<file path="src/rtl/socetlib_fifo_ext_pkg.sv">
// Shared sizing helpers and the parameter-check macro for socetlib FIFOs.
`ifndef SOCETLIB_FIFO_PKG_SV
`define SOCETLIB_FIFO_PKG_SV

`define SOCETLIB_FIFO_CHECK(lbl, cond, msg) \
  if (!(cond)) begin : lbl \
    $error(msg); \
  end

package socetlib_fifo_pkg;

  function automatic int cnt_w(input int depth);
    return $clog2(depth + 1);
  endfunction

  function automatic int addr_w(input int depth);
    return ($clog2(depth) < 1) ? 1 : $clog2(depth);
  endfunction

endpackage

`endif

</file>
<file path="src/rtl/socetlib_fifo_ext_if.sv">
// Producer/consumer-facing bundle of the extended FIFO.
interface socetlib_fifo_ext_if
  import socetlib_fifo_pkg::*;
#(
  parameter int DATA_W = 8,
  parameter int DEPTH  = 8
);
  localparam int CNT_W = cnt_w(DEPTH);

  logic              clear;
  logic              WEN;
  logic              REN;
  logic [DATA_W-1:0] wdata;
  logic [DATA_W-1:0] rdata;
  logic              full;
  logic              empty;
  logic              almost_full;
  logic              almost_empty;
  logic              overrun;
  logic              underrun;
  logic [CNT_W-1:0]  count;
  logic [CNT_W-1:0]  free_count;
  logic [CNT_W-1:0]  high_water;

  modport master (
    output clear, WEN, REN, wdata,
    input  rdata, full, empty, almost_full, almost_empty,
           overrun, underrun, count, free_count, high_water
  );

  modport slave (
    input  clear, WEN, REN, wdata,
    output rdata, full, empty, almost_full, almost_empty,
           overrun, underrun, count, free_count, high_water
  );
endinterface

</file>
<file path="src/rtl/socetlib_fifo_ext_wrap_ctr.sv">
// Pointer counter that wraps explicitly at MAX-1, so any MAX works.
module socetlib_wrap_ctr #(
  parameter int MAX = 8,
  parameter int W   = 3
) (
  input  logic         CLK,
  input  logic         RST,
  input  logic         clear,
  input  logic         inc,
  output logic [W-1:0] value
);
  always_ff @(posedge CLK) begin
    if (RST || clear)
      value <= '0;
    else if (inc)
      value <= (value == W'(MAX - 1)) ? '0 : value + 1'b1;
  end
endmodule

</file>
<file path="src/rtl/socetlib_fifo_ext.sv">
// Synchronous FIFO with pass-through on full, optional registered read,
// threshold flags, free-slot count and a high-water mark.
module socetlib_fifo_ext
  import socetlib_fifo_pkg::*;
#(
  parameter int DATA_W    = 8,
  parameter int DEPTH     = 8,
  parameter int REG_OUT   = 0,
  parameter int AF_THRESH = DEPTH - 1,
  parameter int AE_THRESH = 1
) (
  input logic               CLK,
  input logic               RST,
  socetlib_fifo_ext_if.slave bus
);
  localparam int CNT_W  = cnt_w(DEPTH);
  localparam int ADDR_W = addr_w(DEPTH);

  `SOCETLIB_FIFO_CHECK(g_chk_depth, DEPTH >= 2, "socetlib_fifo_ext: DEPTH must be >= 2")
  `SOCETLIB_FIFO_CHECK(g_chk_af, (AF_THRESH >= 1) && (AF_THRESH <= DEPTH), "socetlib_fifo_ext: AF_THRESH outside 1..DEPTH")
  `SOCETLIB_FIFO_CHECK(g_chk_ae, (AE_THRESH >= 0) && (AE_THRESH <= DEPTH - 1), "socetlib_fifo_ext: AE_THRESH outside 0..DEPTH-1")
  `SOCETLIB_FIFO_CHECK(g_chk_reg, (REG_OUT == 0) || (REG_OUT == 1), "socetlib_fifo_ext: REG_OUT must be 0 or 1")

  logic [DATA_W-1:0] mem [DEPTH];
  logic [ADDR_W-1:0] wr_ptr, rd_ptr;
  logic [CNT_W-1:0]  count, count_next, high_water;
  logic              full, empty, rd_fire, wr_fire;
  logic              overrun, underrun;

  assign full    = (count == CNT_W'(DEPTH));
  assign empty   = (count == '0);
  assign rd_fire = bus.REN && !empty;
  // A full FIFO still accepts a write when a read frees a slot this cycle.
  assign wr_fire = bus.WEN && (!full || rd_fire);
  assign count_next = count + CNT_W'(wr_fire) - CNT_W'(rd_fire);

  socetlib_wrap_ctr #(.MAX(DEPTH), .W(ADDR_W)) u_wr_ptr (
    .CLK(CLK), .RST(RST), .clear(bus.clear), .inc(wr_fire), .value(wr_ptr)
  );

  socetlib_wrap_ctr #(.MAX(DEPTH), .W(ADDR_W)) u_rd_ptr (
    .CLK(CLK), .RST(RST), .clear(bus.clear), .inc(rd_fire), .value(rd_ptr)
  );

  always_ff @(posedge CLK) begin
    if (!RST && !bus.clear && wr_fire)
      mem[wr_ptr] <= bus.wdata;
  end

  always_ff @(posedge CLK) begin
    if (RST || bus.clear) begin
      count      <= '0;
      high_water <= '0;
      overrun    <= 1'b0;
      underrun   <= 1'b0;
    end else begin
      count <= count_next;
      if (count_next > high_water)
        high_water <= count_next;
      if (bus.WEN && full && !bus.REN)
        overrun <= 1'b1;
      if (bus.REN && empty)
        underrun <= 1'b1;
    end
  end

  generate
    if (REG_OUT == 1) begin : g_reg_out
      logic [DATA_W-1:0] rdata_q;
      always_ff @(posedge CLK) begin
        if (RST || bus.clear)
          rdata_q <= '0;
        else if (rd_fire)
          rdata_q <= mem[rd_ptr];
      end
      assign bus.rdata = rdata_q;
    end else begin : g_fwft
      assign bus.rdata = mem[rd_ptr];
    end
  endgenerate

  assign bus.full         = full;
  assign bus.empty        = empty;
  assign bus.almost_full  = (count >= CNT_W'(AF_THRESH));
  assign bus.almost_empty = (count <= CNT_W'(AE_THRESH));
  assign bus.overrun      = overrun;
  assign bus.underrun     = underrun;
  assign bus.count        = count;
  assign bus.free_count   = CNT_W'(DEPTH) - count;
  assign bus.high_water   = high_water;
endmodule

</file>
<file path="src/flat_wrapper.sv">
// flat-port wrapper written by rule: the top's interface ports become plain ports
module socetlib_fifo_ext_flat import socetlib_fifo_pkg::*;
#(
  parameter int DATA_W    = 8,
  parameter int DEPTH     = 8,
  parameter int REG_OUT   = 0,
  parameter int AF_THRESH = DEPTH - 1,
  parameter int AE_THRESH = 1
)
  (CLK, RST, bus_clear, bus_WEN, bus_REN, bus_wdata, bus_rdata, bus_full, bus_empty, bus_almost_full, bus_almost_empty, bus_overrun, bus_underrun, bus_count, bus_free_count, bus_high_water);
  socetlib_fifo_ext_if #(.DATA_W(DATA_W), .DEPTH(DEPTH)) bus_i ();
  input logic CLK;
  input logic RST;
  input wire logic [$bits(bus_i.clear)-1:0] bus_clear;
  input wire logic [$bits(bus_i.WEN)-1:0] bus_WEN;
  input wire logic [$bits(bus_i.REN)-1:0] bus_REN;
  input wire logic [$bits(bus_i.wdata)-1:0] bus_wdata;
  output wire logic [$bits(bus_i.rdata)-1:0] bus_rdata;
  output wire logic [$bits(bus_i.full)-1:0] bus_full;
  output wire logic [$bits(bus_i.empty)-1:0] bus_empty;
  output wire logic [$bits(bus_i.almost_full)-1:0] bus_almost_full;
  output wire logic [$bits(bus_i.almost_empty)-1:0] bus_almost_empty;
  output wire logic [$bits(bus_i.overrun)-1:0] bus_overrun;
  output wire logic [$bits(bus_i.underrun)-1:0] bus_underrun;
  output wire logic [$bits(bus_i.count)-1:0] bus_count;
  output wire logic [$bits(bus_i.free_count)-1:0] bus_free_count;
  output wire logic [$bits(bus_i.high_water)-1:0] bus_high_water;
  assign bus_i.clear = bus_clear;
  assign bus_i.WEN = bus_WEN;
  assign bus_i.REN = bus_REN;
  assign bus_i.wdata = bus_wdata;
  assign bus_rdata = bus_i.rdata;
  assign bus_full = bus_i.full;
  assign bus_empty = bus_i.empty;
  assign bus_almost_full = bus_i.almost_full;
  assign bus_almost_empty = bus_i.almost_empty;
  assign bus_overrun = bus_i.overrun;
  assign bus_underrun = bus_i.underrun;
  assign bus_count = bus_i.count;
  assign bus_free_count = bus_i.free_count;
  assign bus_high_water = bus_i.high_water;
  socetlib_fifo_ext #(.DATA_W(DATA_W), .DEPTH(DEPTH), .REG_OUT(REG_OUT), .AF_THRESH(AF_THRESH), .AE_THRESH(AE_THRESH)) u_core (.CLK(CLK), .RST(RST), .bus(bus_i));
endmodule
</file>
<file path="config.mk">
export PLATFORM = sky130hd
export DESIGN_NAME = socetlib_fifo_ext_flat
export DESIGN_NICKNAME = d
export VERILOG_FILES = /design/src/rtl/socetlib_fifo_ext_pkg.sv /design/src/rtl/socetlib_fifo_ext_if.sv /design/src/rtl/socetlib_fifo_ext_wrap_ctr.sv /design/src/rtl/socetlib_fifo_ext.sv /design/src/flat_wrapper.sv
export SDC_FILE = /design/constraint.sdc
export NUM_CORES = 1
export LEC_CHECK = 0
export CORE_UTILIZATION = 27
export DETAILED_ROUTE_END_ITERATION = 10
export GPL_TIMING_DRIVEN = 1
export HOLD_SLACK_MARGIN = 0.15
export PLACE_DENSITY = 0.43
export SYNTH_ARGS = -nofsm -noshare
export SYNTH_HDL_FRONTEND = slang
export SYNTH_SLANG_ARGS = --single-unit
</file>
<file path="constraint.sdc">
create_clock -name CLK -period 3.4 [get_ports CLK]
set_input_delay 0.68 -clock CLK [delete_from_list [all_inputs] [get_ports CLK]]
set_output_delay 0.68 -clock CLK [all_outputs]
set_load 0.01 [all_outputs]
</file>
Yosys cells after proc, flatten, opt, wreduce, memory -nomap -nowiden

Memories as Yosys holds them, arrays and structs flattened. A register that Yosys moved wholly into a read port is not among the register bits.
Cells that the tools add are included.

Input port bits: 13
RAM bits: 64
Bits in latches: 0
Flip-flop bits (word level): 16
Output and inout bits: 26
ROM bits: 0
Memories kept: 1
Word-level logic and storage cells: 39

Memories:

| memory     | words | width | read ports | clocked after memory_dff | wr ports | line                    | source |
|---|---|---|---|---|---|---|---|
| u_core.mem | 8     | 8     | 1          | 1                        | 1        | socetlib_fifo_ext.sv:24 | `logic [DATA_W-1:0] mem [DEPTH];` |

Order comparisons: 3
Divide/modulo/power cells: 0
Bitwise logic cells: 0
Muxes and demuxes: 6
Add/subtract/negate cells: 5
Multipliers: 0
Equality and inequality tests: 3
Shift operators: 0
Reductions and logical operators: 15

Operator list:

| kind                                                                              | number |
|---|---|
| 3-bit two-way mux                                                                 | 4 |
| 1-bit logical AND                                                                 | 7 |
| 3-bit by 1-bit adder with 3-bit output (second input constant)                    | 2 |
| 3-bit equality test (second input constant)                                       | 2 |
| 1-bit logical NOT                                                                 | 5 |
| 4-bit by 1-bit adder with 4-bit output                                            | 1 |
| 4-bit equality test (second input constant)                                       | 1 |
| 4-bit by 3-bit >= comparator with 1-bit output (second input constant)            | 1 |
| 4-bit > comparator                                                                | 1 |
| 4-bit by 1-bit less-or-equal comparator with 1-bit output (second input constant) | 1 |
| 4-bit logical NOT                                                                 | 1 |
| 4-bit by 1-bit subtractor with 4-bit output                                       | 1 |
| 4-bit subtractor (first input constant)                                           | 1 |
| 1-bit logical OR                                                                  | 2 |
| 1-bit two-way mux                                                                 | 2 |

Logic depth before layout (Yosys ltp)

Gate-level depths: netlist of run 1.

Depth in word-level cells: 8
Mapped depth: 15
Depth with buffers taken out: 15

Hierarchy

Synthesis of run 1 repeated with hierarchy kept, for this count alone.

Cells, all modules: 216
Area total of the unflattened synthesis: 3572.2 sq um

By module, submodules not included:

| module            | sequential area each (sq um) | cells an instance | times used | area each (sq um) |
|---|---|---|---|---|
| socetlib_fifo_ext | 2122.0                       | 190               | 1          | 3274.4 |
| socetlib_wrap_ctr | 60.1                         | 13                | 2          | 148.9 |

Worst setup path after synthesis of run 1

Ideal clock, no wire load.

Path kind: register to register
Start point: register u_core.count[0] (netlist: u_core.bus.count[0])
End point: register u_core.high_water[0] (netlist: u_core.bus.high_water[0])
Buffers on the path: 0
Required time: 3328 ps
Setup time: 72 ps
Path slack: 146 ps
Stages on the path, launching flop included: 13
Arrival: 3183 ps
Clock period less this slack: 3254 ps
Path through: dfxtp_1 -> inv_1 -> ha_1 -> and2_1 -> nor2_1 -> xnor2_1 -> ha_1 -> fa_1 -> ha_1 -> nor2b_1 -> o211a_1 -> o21ai_0 -> mux2i_1

Word-level cells in the longest chain between the ends: 8
Elaborated cells between the ends (all ways): 10
Those cells by class: add/sub (2); order compare (1); eq/ne (1); reduce/logical (6)

Ends and longest elaborated chain:

| item                                          | line                    | source |
|---|---|---|
| start, declared                               | socetlib_fifo_ext.sv:26 | `logic [CNT_W-1:0] count, count_next, high_water;` |
| start signal, assigned                        | socetlib_fifo_ext.sv:57 | `count <= count_next;` |
| 4-bit logical NOT *                           | socetlib_fifo_ext.sv:31 | `assign empty = (count == '0);` |
| via bus_empty                                 | flat_wrapper.sv:20      | `output wire logic [$bits(bus_i.empty)-1:0] bus_empty;` |
| 1-bit logical NOT *                           | socetlib_fifo_ext.sv:32 | `assign rd_fire = bus.REN && !empty;` |
| 1-bit logical AND *                           | socetlib_fifo_ext.sv:32 |  |
| 1-bit logical OR                              | socetlib_fifo_ext.sv:34 | `assign wr_fire = bus.WEN && (!full \|\| rd_fire);` |
| 1-bit logical AND                             | socetlib_fifo_ext.sv:34 |  |
| 4-bit by 1-bit adder with 4-bit output        | socetlib_fifo_ext.sv:35 | `assign count_next = count + CNT_W'(wr_fire) - CNT_W'(rd_fire);` |
| 4-bit by 1-bit subtractor with 4-bit output * | socetlib_fifo_ext.sv:35 |  |
| via u_core.count_next[1]                      | socetlib_fifo_ext.sv:26 |  |
| 4-bit > comparator *                          | socetlib_fifo_ext.sv:58 | `if (count_next > high_water)` |
| end signal, assigned                          | socetlib_fifo_ext.sv:59 | `high_water <= count_next;` |
| end, declared                                 | socetlib_fifo_ext.sv:26 |  |

The timed path passes the listed nets; every way through them passes the cells marked *.
A chain may end at the register's enable or synchronous reset.

Worst setup path in the final report of run 1

Start point: input port bus_REN
End point: register u_core.high_water[2] (netlist: u_core.bus.high_water[2])

Word-level cells in the longest chain between the ends: 6

Ends and longest elaborated chain:

| item                                        | line                            | source |
|---|---|---|
| start, declared                             | flat_wrapper.sv:16              | `input wire logic [$bits(bus_i.REN)-1:0] bus_REN;` |
| 1-bit logical AND                           | socetlib_fifo_ext.sv:32         |  |
| 1-bit logical OR                            | socetlib_fifo_ext.sv:34         |  |
| 1-bit logical AND                           | socetlib_fifo_ext.sv:34         |  |
| via u_core.u_wr_ptr.inc                     | socetlib_fifo_ext_wrap_ctr.sv:9 | `input logic inc,` |
| 4-bit by 1-bit adder with 4-bit output      | socetlib_fifo_ext.sv:35         |  |
| 4-bit by 1-bit subtractor with 4-bit output | socetlib_fifo_ext.sv:35         |  |
| via u_core.count_next[1]                    | socetlib_fifo_ext.sv:26         |  |
| 4-bit > comparator                          | socetlib_fifo_ext.sv:58         |  |

The timed path passes the listed nets, and every way through them passes these cells.

==> key figures, run 1 <==
Outcome
  – Status: completed

Timing
  – Final period utilization: 0.9237
  – Max Freq: 318.4 MHz
  – Final slew viol count: 0
  – Rel. slew slack: 0.6527
  – Minimum clock period: 3141 ps
  – Fin. Hold Viols: 0
  – Final setup viols: 0
  – Slew @ Worst Pin: 520.2 ps
  – Layout Skew: 4.932 ps
  – Setup TNS: 0 ps
  – RSZ-0062 raised after global routing: no

GRT
  – Grt total ovfl: 0
  – GRT Overall Usage: 0.1139
  – Vias in the first global route: 2,153
  – Largest net degree at the start of global routing: 17
  – Initial antenna violation count: 0
  – First-pass GRT wire length: 11,650 µm

Layout
  – Final #Nets: 328
  – Area delta synth->final: 29.33%
  – Diodes inserted: 0
  – Layout cells sized above 1: 0.1706
  – Fillers: 1,256

Power and ir drop
  – Flop pwr share: 0.323
  – Net Sw Power: 1.080 mW
  – Power Internal: 2.554 mW
  – Worst VDD drop: 377.2 µV
  – Pwr/cell area: 776.7 nW/µm²
  – Comb power frac: 0.393
  – P_leak: 1.691 nW
  – Total Power: 3.634 mW
  – Clock network power share: 0.284
  – Switching Share: 0.2971

Setup path
  – CP Launch Type: input port
  – Worst path cell trace: clkdlybuf4s50_1, nor2b_1, o21ai_1, inv_1, ha_1, fa_1, ha_1, nor2b_1, o211a_1, o21ai_0, buf_4, mux2i_1
  – Worst path max stage delay: 480 ps
  – Critical-path top delay cell: fa_1
  – Setup CP Type: input port to flip-flop
  – CP max FO: 3
  – WP buf/inv: 3
  – Critical Path Sink Type: flip-flop
  – Critical Path RT: 3660 ps
  – CP delay by family, top: adder cells
  – Worst EP arrival: 3400 ps

Placement
  – Hpwl dp: 4796 µm
  – I/O Buffers: 38
  – Gp weighted congestion: 0.6832

Drt
  – Post-Route WL: 7252 µm
  – ANT nets after route: 0
  – DR vias/cell: 4.282
  – DR vias: 2,017
  – Drt pass-1 iters: 4
  – DRC viols: 0
  – DR iter-0 viols: 133
  – WL per Instance: 15.40 µm

Synthesis
  – Post-synth ARST share: 0
  – Syn. warnings: 0
  – Number of flops mapped to enable cells by yosys: 64
  – Post-Syn Area: 3617 µm²
  – Synth top area cells: edfxtp_1 53%, mux4_1 11%, dfxtp_1 11%
  – Synth Register Bits: 83
  – Cells after synthesis: 226
  – Seq/Total Area, Yosys: 0.6365
  – Mapped Avg Cell Area: 16.01 µm²
  – Post-synth top area cell: edfxtp_1
  – Dominant synthesized flop cell: edfxtp_1
  – Syn Nets: 260
  – Synth unique cells: 38
  – Yosys top cell area share: 0.5313

CTS
  – Clock sink count: 83
  – H-Tree Depth: 3
  – Post-CTS setup buffer count: 0
  – Clk buf depth: 2
  – Clock-pin transition on the worst setup and hold timing paths: 60 ps
  – Post-CTS Resized: 0
  – Root Buffer: clkbuf_16
  – CTS hold repair buffers: 0
  – Worst skew pair latency: 330 ps
  – CTS tree: done
  – CTS buffer count: 9

Die
  – Die Height: 117.7 µm
  – Die W: 117.7 µm
  – I/O pins: 39
  – Initial Util: 0.2820
  – Die footprint: 13,860 µm²
  – Core Footprint: 12,820 µm²
  – Row cnt: 41

Hold path
  – Hold Crit Class: flip-flop to flip-flop

Flow run
  – Max-cap violations: 0
[power by group through the flow]
stage | logic [mW] | registers, mW | clock network (mW)
4_1_cts | 1.44 | 1.18 | 1.06
5_1_grt | 1.59 | 1.18 | 1.10
6_report | 1.43 | 1.17 | 1.03
2_1_floorplan | 0.830 | 1.21 | 0
3_3_place_gp | 1.43 | 1.20 | 0
3_5_place_dp | 1.43 | 1.20 | 0
[placed cells by master (no fill, tap or decap), drive strengths merged, types with 10 or more instances in the layout]
cell type      synthesis  final
buf                    5     26
clkbuf                 2     10
clkdlybuf4s50          0     38
dfxtp                 19     19
edfxtp                64     64
ha                    20     20
inv                   15     16
mux4                  16     16
nand2                 15     15
nor2                  16     16
[cell usage after synthesis, types with 2 or more instances]
master    instances
mux2_2            8
nand2b_1          4
ha_1             20
o21ai_0           2
edfxtp_1         64
mux4_1           15
inv_1            15
or3_1             2
nand3b_1          2
a21oi_1           8
xnor2_1           4
dfxtp_1          19
nor2_1           16
nor2b_1           3
nor3_1            2
nand2_1          15
mux2i_1           5
clkbuf_1          2
[layer usage]
metal / vias to the layer above / global-route usage / part of all wire
li1: 990 / - / -
met1: 976 / 0.1477 / 0.50
met2: 45 / 0.1794 / 0.45
met3: 6 / 0.03828 / 0.039
met4: 0 / 0.03365 / 0.013
met5: - / 0 / 0
[registers in the layout, indices dropped and copies added, names as in the netlist, named ones only]
signal / flops
u_core.mem: 64
u_core.bus.count: 4
u_core.bus.high_water: 4
u_core.u_rd_ptr.value: 3
u_core.u_wr_ptr.value: 3
u_core.bus.overrun: 1
u_core.bus.underrun: 1
[layout make-up]
type                       count  area (µm²)  area share
sequential                    83        2302      0.4921
multi-input combinational    121        1211      0.2589
timing repair buffer          64       575.6      0.1230
clock buffer                  10       229.0     0.04894
tap                          172       215.2     0.04600
clock inverter                 6       88.84     0.01899
inverter                      15       56.30     0.01204
[worst register-to-register path, cell delays in order, from the launching register on]
cell     delay, ps
dfxtp_1        360
inv_1          120
ha_1           250
and2_1         240
nor2_4         130
xnor2_1        130
ha_1           200
fa_1           460
ha_1           310
nor2b_1        140
o211a_1        220
o21ai_0        180
buf_4          150
mux2i_1        170
[cells by family (layout without fill, tap and decap cells)]
group                    Yosys count  after routing  share of synthesized area
AO/OA/AOI/OAI                     18             18                    0.03079
XOR/XNOR                           5              5                    0.01211
adder cells (fa/ha/maj)           21             21                    0.07471
buffers and inverters             22             95                    0.03078
flip-flops                        83             83                     0.6365
multiplexers                      29             29                     0.1539
AND/OR/NAND/NOR                   48             48                    0.06122
[path summary, 6_finish.rpt]
check | slack [ps] | endpoint | depth (start not counted) | startpoint
min reg2reg | 480 | u_core.bus.underrun | 2 | u_core.bus.underrun
min | 480 | u_core.bus.underrun | 2 | u_core.bus.underrun
max | 260 | u_core.bus.high_water[2] | 12 | bus_REN
max reg2reg | 290 | u_core.bus.high_water[2] | 13 | u_core.bus.count[3]
[through the flow]
stage          instance area [µm²]  utilization  worst slack (ps)  instances  hold slack, ps
2_1_floorplan                 3617            -             145.6        226           459.5
3_3_place_gp                  4353       0.3394            -51.48        455           469.7
3_5_place_dp                  4353       0.3394            -124.2        455           464.8
4_1_cts                       4671       0.3642             162.0        471           483.9
5_1_grt                       4678       0.3648             29.45        471           526.9
6_report                      4678       0.3648             259.3        471           477.4
(Power assumes the default switching activity.)
==> inputs of run 2 (changes only) <==
- CORE_ASPECT_RATIO: default -> 0.9
==> run 2 against run 1 <==
Largest cell class unchanged. Routed wire length down 4.2%. Critical endpoint is now u_core.bus.high_water[3]. Combinational power barely moved. Critical path depth unchanged. Sequential cell count is the same. Clock-buffer cell count is the same. Worst hold slack lost 4.6 ps. Power down 2.7%. Largest power group unchanged. Non-clock buffer count shrank 1.
==> key figures, run 2 (synthesis results as in run 1) <==
Setup path
  – Reg2reg setup slack: 310 ps (+20 ps)
  – Critical Path Sink Type: flip-flop
  – CP Launch Type: flip-flop
  – Worst EP arrival: 3300 ps (-100 ps)
  – Critical Path RT: 3610 ps (-50 ps)
  – Cell repeated most along the worst path: ha_1
  – Cells on worst reg2reg path: 12 (-1)
  – Worst path cell trace: inv_1, ha_1, and2_1, nor2_4, xnor2_1, ha_1, fa_1, ha_1, nor2b_1, o211a_1, o311ai_0, a21oi_1
  – CP max FO: 5 (+2)
  – FF-to-FF End: u_core.bus.high_water[3]
  – Critical-path top delay cell: fa_1
  – Critical R2R Launch: u_core.bus.count[3]
  – Setup CP Type: flip-flop to flip-flop
  – Worst path max stage delay: 480 ps (about the same)

Layout
  – Area delta synth->final: 28.16%
  – Register area: 2302 µm² (unchanged)
  – Top reg by flops: u_core.mem
  – Area of the multi-input gates: 1211 µm² (unchanged)
  – Fillers: 1,262 (+0.48%)
  – Util after Layout: 0.3598 (-0.004932)
  – Final #Nets: 327 (-0.30%)
  – Most frequent cells in the layout: 64 x edfxtp_1, 38 x clkdlybuf4s50_1, 25 x buf_4
  – Max reg flops: 64 (unchanged)
  – Commonest non-fill, non-tap cell in the layout: edfxtp_1
  – Finished layout cell area: 4636 µm² (-0.91%)
  – Largest registers: u_core.mem: 64 flops, u_core.bus.count: 4 flops, u_core.bus.high_water: 4 flops
  – Diodes inserted: 0 (unchanged)
  – Fin cells: 462 (-1.9%)
  – Layout cells sized above 1: 0.1678 (-0.002783)

GRT
  – Initial antenna violation count: 0 (unchanged)
  – Vias in the first global route: 2,035 (-5.5%)
  – Largest net degree at the start of global routing: 17 (unchanged)
  – Grt total ovfl: 0 (unchanged)
  – First-pass GRT wire length: 10,900 µm (-6.5%)
  – GRT Overall Usage: 0.1089 (-0.004970)

Timing
  – Worst setup margin: 305.9 ps (+46.62 ps)
  – Final setup viols: 0 (unchanged)
  – Final slew viol count: 0 (unchanged)
  – Rel. slew slack: 0.6452 (-0.007487)
  – RSZ-0062 raised after global routing: no
  – Slew @ Worst Pin: 531.4 ps (+11.21 ps)
  – Layout Skew: 6.902 ps (+1.971 ps)
  – Max Freq: 323.2 MHz (+1.5%)
  – Final period utilization: 0.9100 (-0.01371)
  – Fin. Hold Viols: 0 (unchanged)
  – Minimum clock period: 3094 ps (-46.62 ps)

Power and ir drop
  – Total Power: 3.534 mW (-2.7%)
  – Pwr/cell area: 762.4 nW/µm² (-1.8%)
  – P_leak: 1.677 nW (-0.87%)
  – Worst VDD drop: 450.2 µV (+19%)

Drt
  – WL per Instance: 15.05 µm (-2.3%)
  – Top layer reached by signal wires: met4
  – DR vias/cell: 4.366 (+1.9%)
  – Met3 WL post-DR: 195 µm (-30%)
  – DRC viols: 0 (unchanged)
  – DR iter-0 viols: 152 (+14%)
  – Met2 WL: 3272 µm (-0.15%)
  – DR vias: 2,017 (unchanged)
  – Drt pass-1 iters: 4 (unchanged)
  – ANT nets after route: 0 (unchanged)
  – Post-Route WL: 6951 µm (-4.2%)
  – Met1 wire length: 3396 µm (-5.7%)

CTS
  – CTS tree: done
  – Clock sink count: 83 (unchanged)
  – Post-CTS setup buffer count: 0 (unchanged)
  – Worst skew pair latency: 330 ps (about the same)
  – Root Buffer: clkbuf_16
  – CTS hold repair buffers: 0 (unchanged)
  – CTS buffer count: 9 (unchanged)
  – Clock-pin transition on the worst setup and hold timing paths: 60 ps (about the same)
  – H-Tree Depth: 3 (unchanged)
  – Clk buf depth: 2 (unchanged)

Die
  – Die W: 124.0 µm (+5.3%)
  – Initial Util: 0.2808 (-0.001260)
  – Row cnt: 39 (-4.9%)
  – Die footprint: 13,860 µm² (about the same)
  – Core Footprint: 12,880 µm² (+0.45%)
  – Die Height: 111.8 µm (-5.0%)
  – I/O pins: 39 (unchanged)

Hold path
  – Hold path depth: 2 (unchanged)
  – Hold Crit Class: flip-flop to flip-flop
  – Hold path start: u_core.bus.underrun
  – Hold Path Sink: u_core.bus.underrun

Outcome
  – Status: completed

Placement
  – I/O Buffers: 38 (unchanged)
  – Place WS: -118.8 ps (+5.458 ps)
  – Gp weighted congestion: 0.7029 (+2.9%)
  – Placed Cells: 446 (-2.0%)
  – Dpl cell area: 4335 µm² (-0.40%)
  – Hpwl dp: 4907 µm (+2.3%)

Flow run
  – Max-cap violations: 0 (unchanged)
## run 2: cell types whose count changed in the layout (fill, tap and decap cells not counted), sizes merged
cell / delta
buf: -1
bufinv: -1
clkinv: +1
## run 2: worst max-delay path by stage
stage / slack [ps] / start / to
2_1_floorplan: 150 / u_core.bus.count[0] / u_core.bus.high_water[0]
3_3_place_gp: -50 / bus_REN / u_core.bus.high_water[2]
3_5_place_dp: -120 / bus_REN / u_core.bus.high_water[2]
4_1_cts: 140 / u_core.bus.count[3] / u_core.bus.high_water[2]
5_1_grt: 30 / u_core.bus.count[3] / u_core.bus.high_water[3]
6_report: 310 / u_core.bus.count[3] / u_core.bus.high_water[3]
## run 2: metrics by stage
| step | hold WS [ps] | setup TNS, ps |
|---|---|---|
| detailed placement | 465.3 | -329.0 |
| finish | 472.8 | 0 |
| floorplan | 459.5 | 0 |
| CTS | 480.0 | 0 |
| global route | 498.9 | 0 |
| global placement | 462.1 | -105.9 |
## run 2: final cells by class
type / count / area share
clock buffer: 10 / 0.04939
clock inverter: 6 / 0.01377
inverter: 15 / 0.01215
multi-input combinational: 121 / 0.2613
sequential: 83 / 0.4966
tap: 164 / 0.04426
timing repair buffer: 63 / 0.1225
## run 2: routing by layer
| layer | up-vias | GRT usage |
|---|---|---|
| li1 | 992 | - |
| met1 | 992 | 0.1449 |
| met2 | 25 | 0.1685 |
| met3 | 8 | 0.03125 |
| met4 | 0 | 0.03810 |
| met5 | - | 0 |
## run 2: power breakdown
group | total, mW | internal, mW | switching (mW) | leakage (nW)
clock network | 0.939 | 0.569 | 0.371 | 0.140
logic | 1.42 | 0.774 | 0.644 | 0.805
registers | 1.18 | 1.14 | 0.0356 | 0.731
## run 2: what timing repair did
action                     4_1_cts  5_1_grt
gates resized for setup          0        3
setup endpoints to repair        0        3
hold endpoints to repair         0        0
## run 2: critical path, delay by kind of cell, from the launching register on
family	cells	cell delay, ps
buffers and inverters	1	160
AOI/OAI and AO/OA	3	640
and+or+nand+nor	3	480
DFF	1	330
adders and majority gates	4	1240
xor gates and xnor gates	1	130
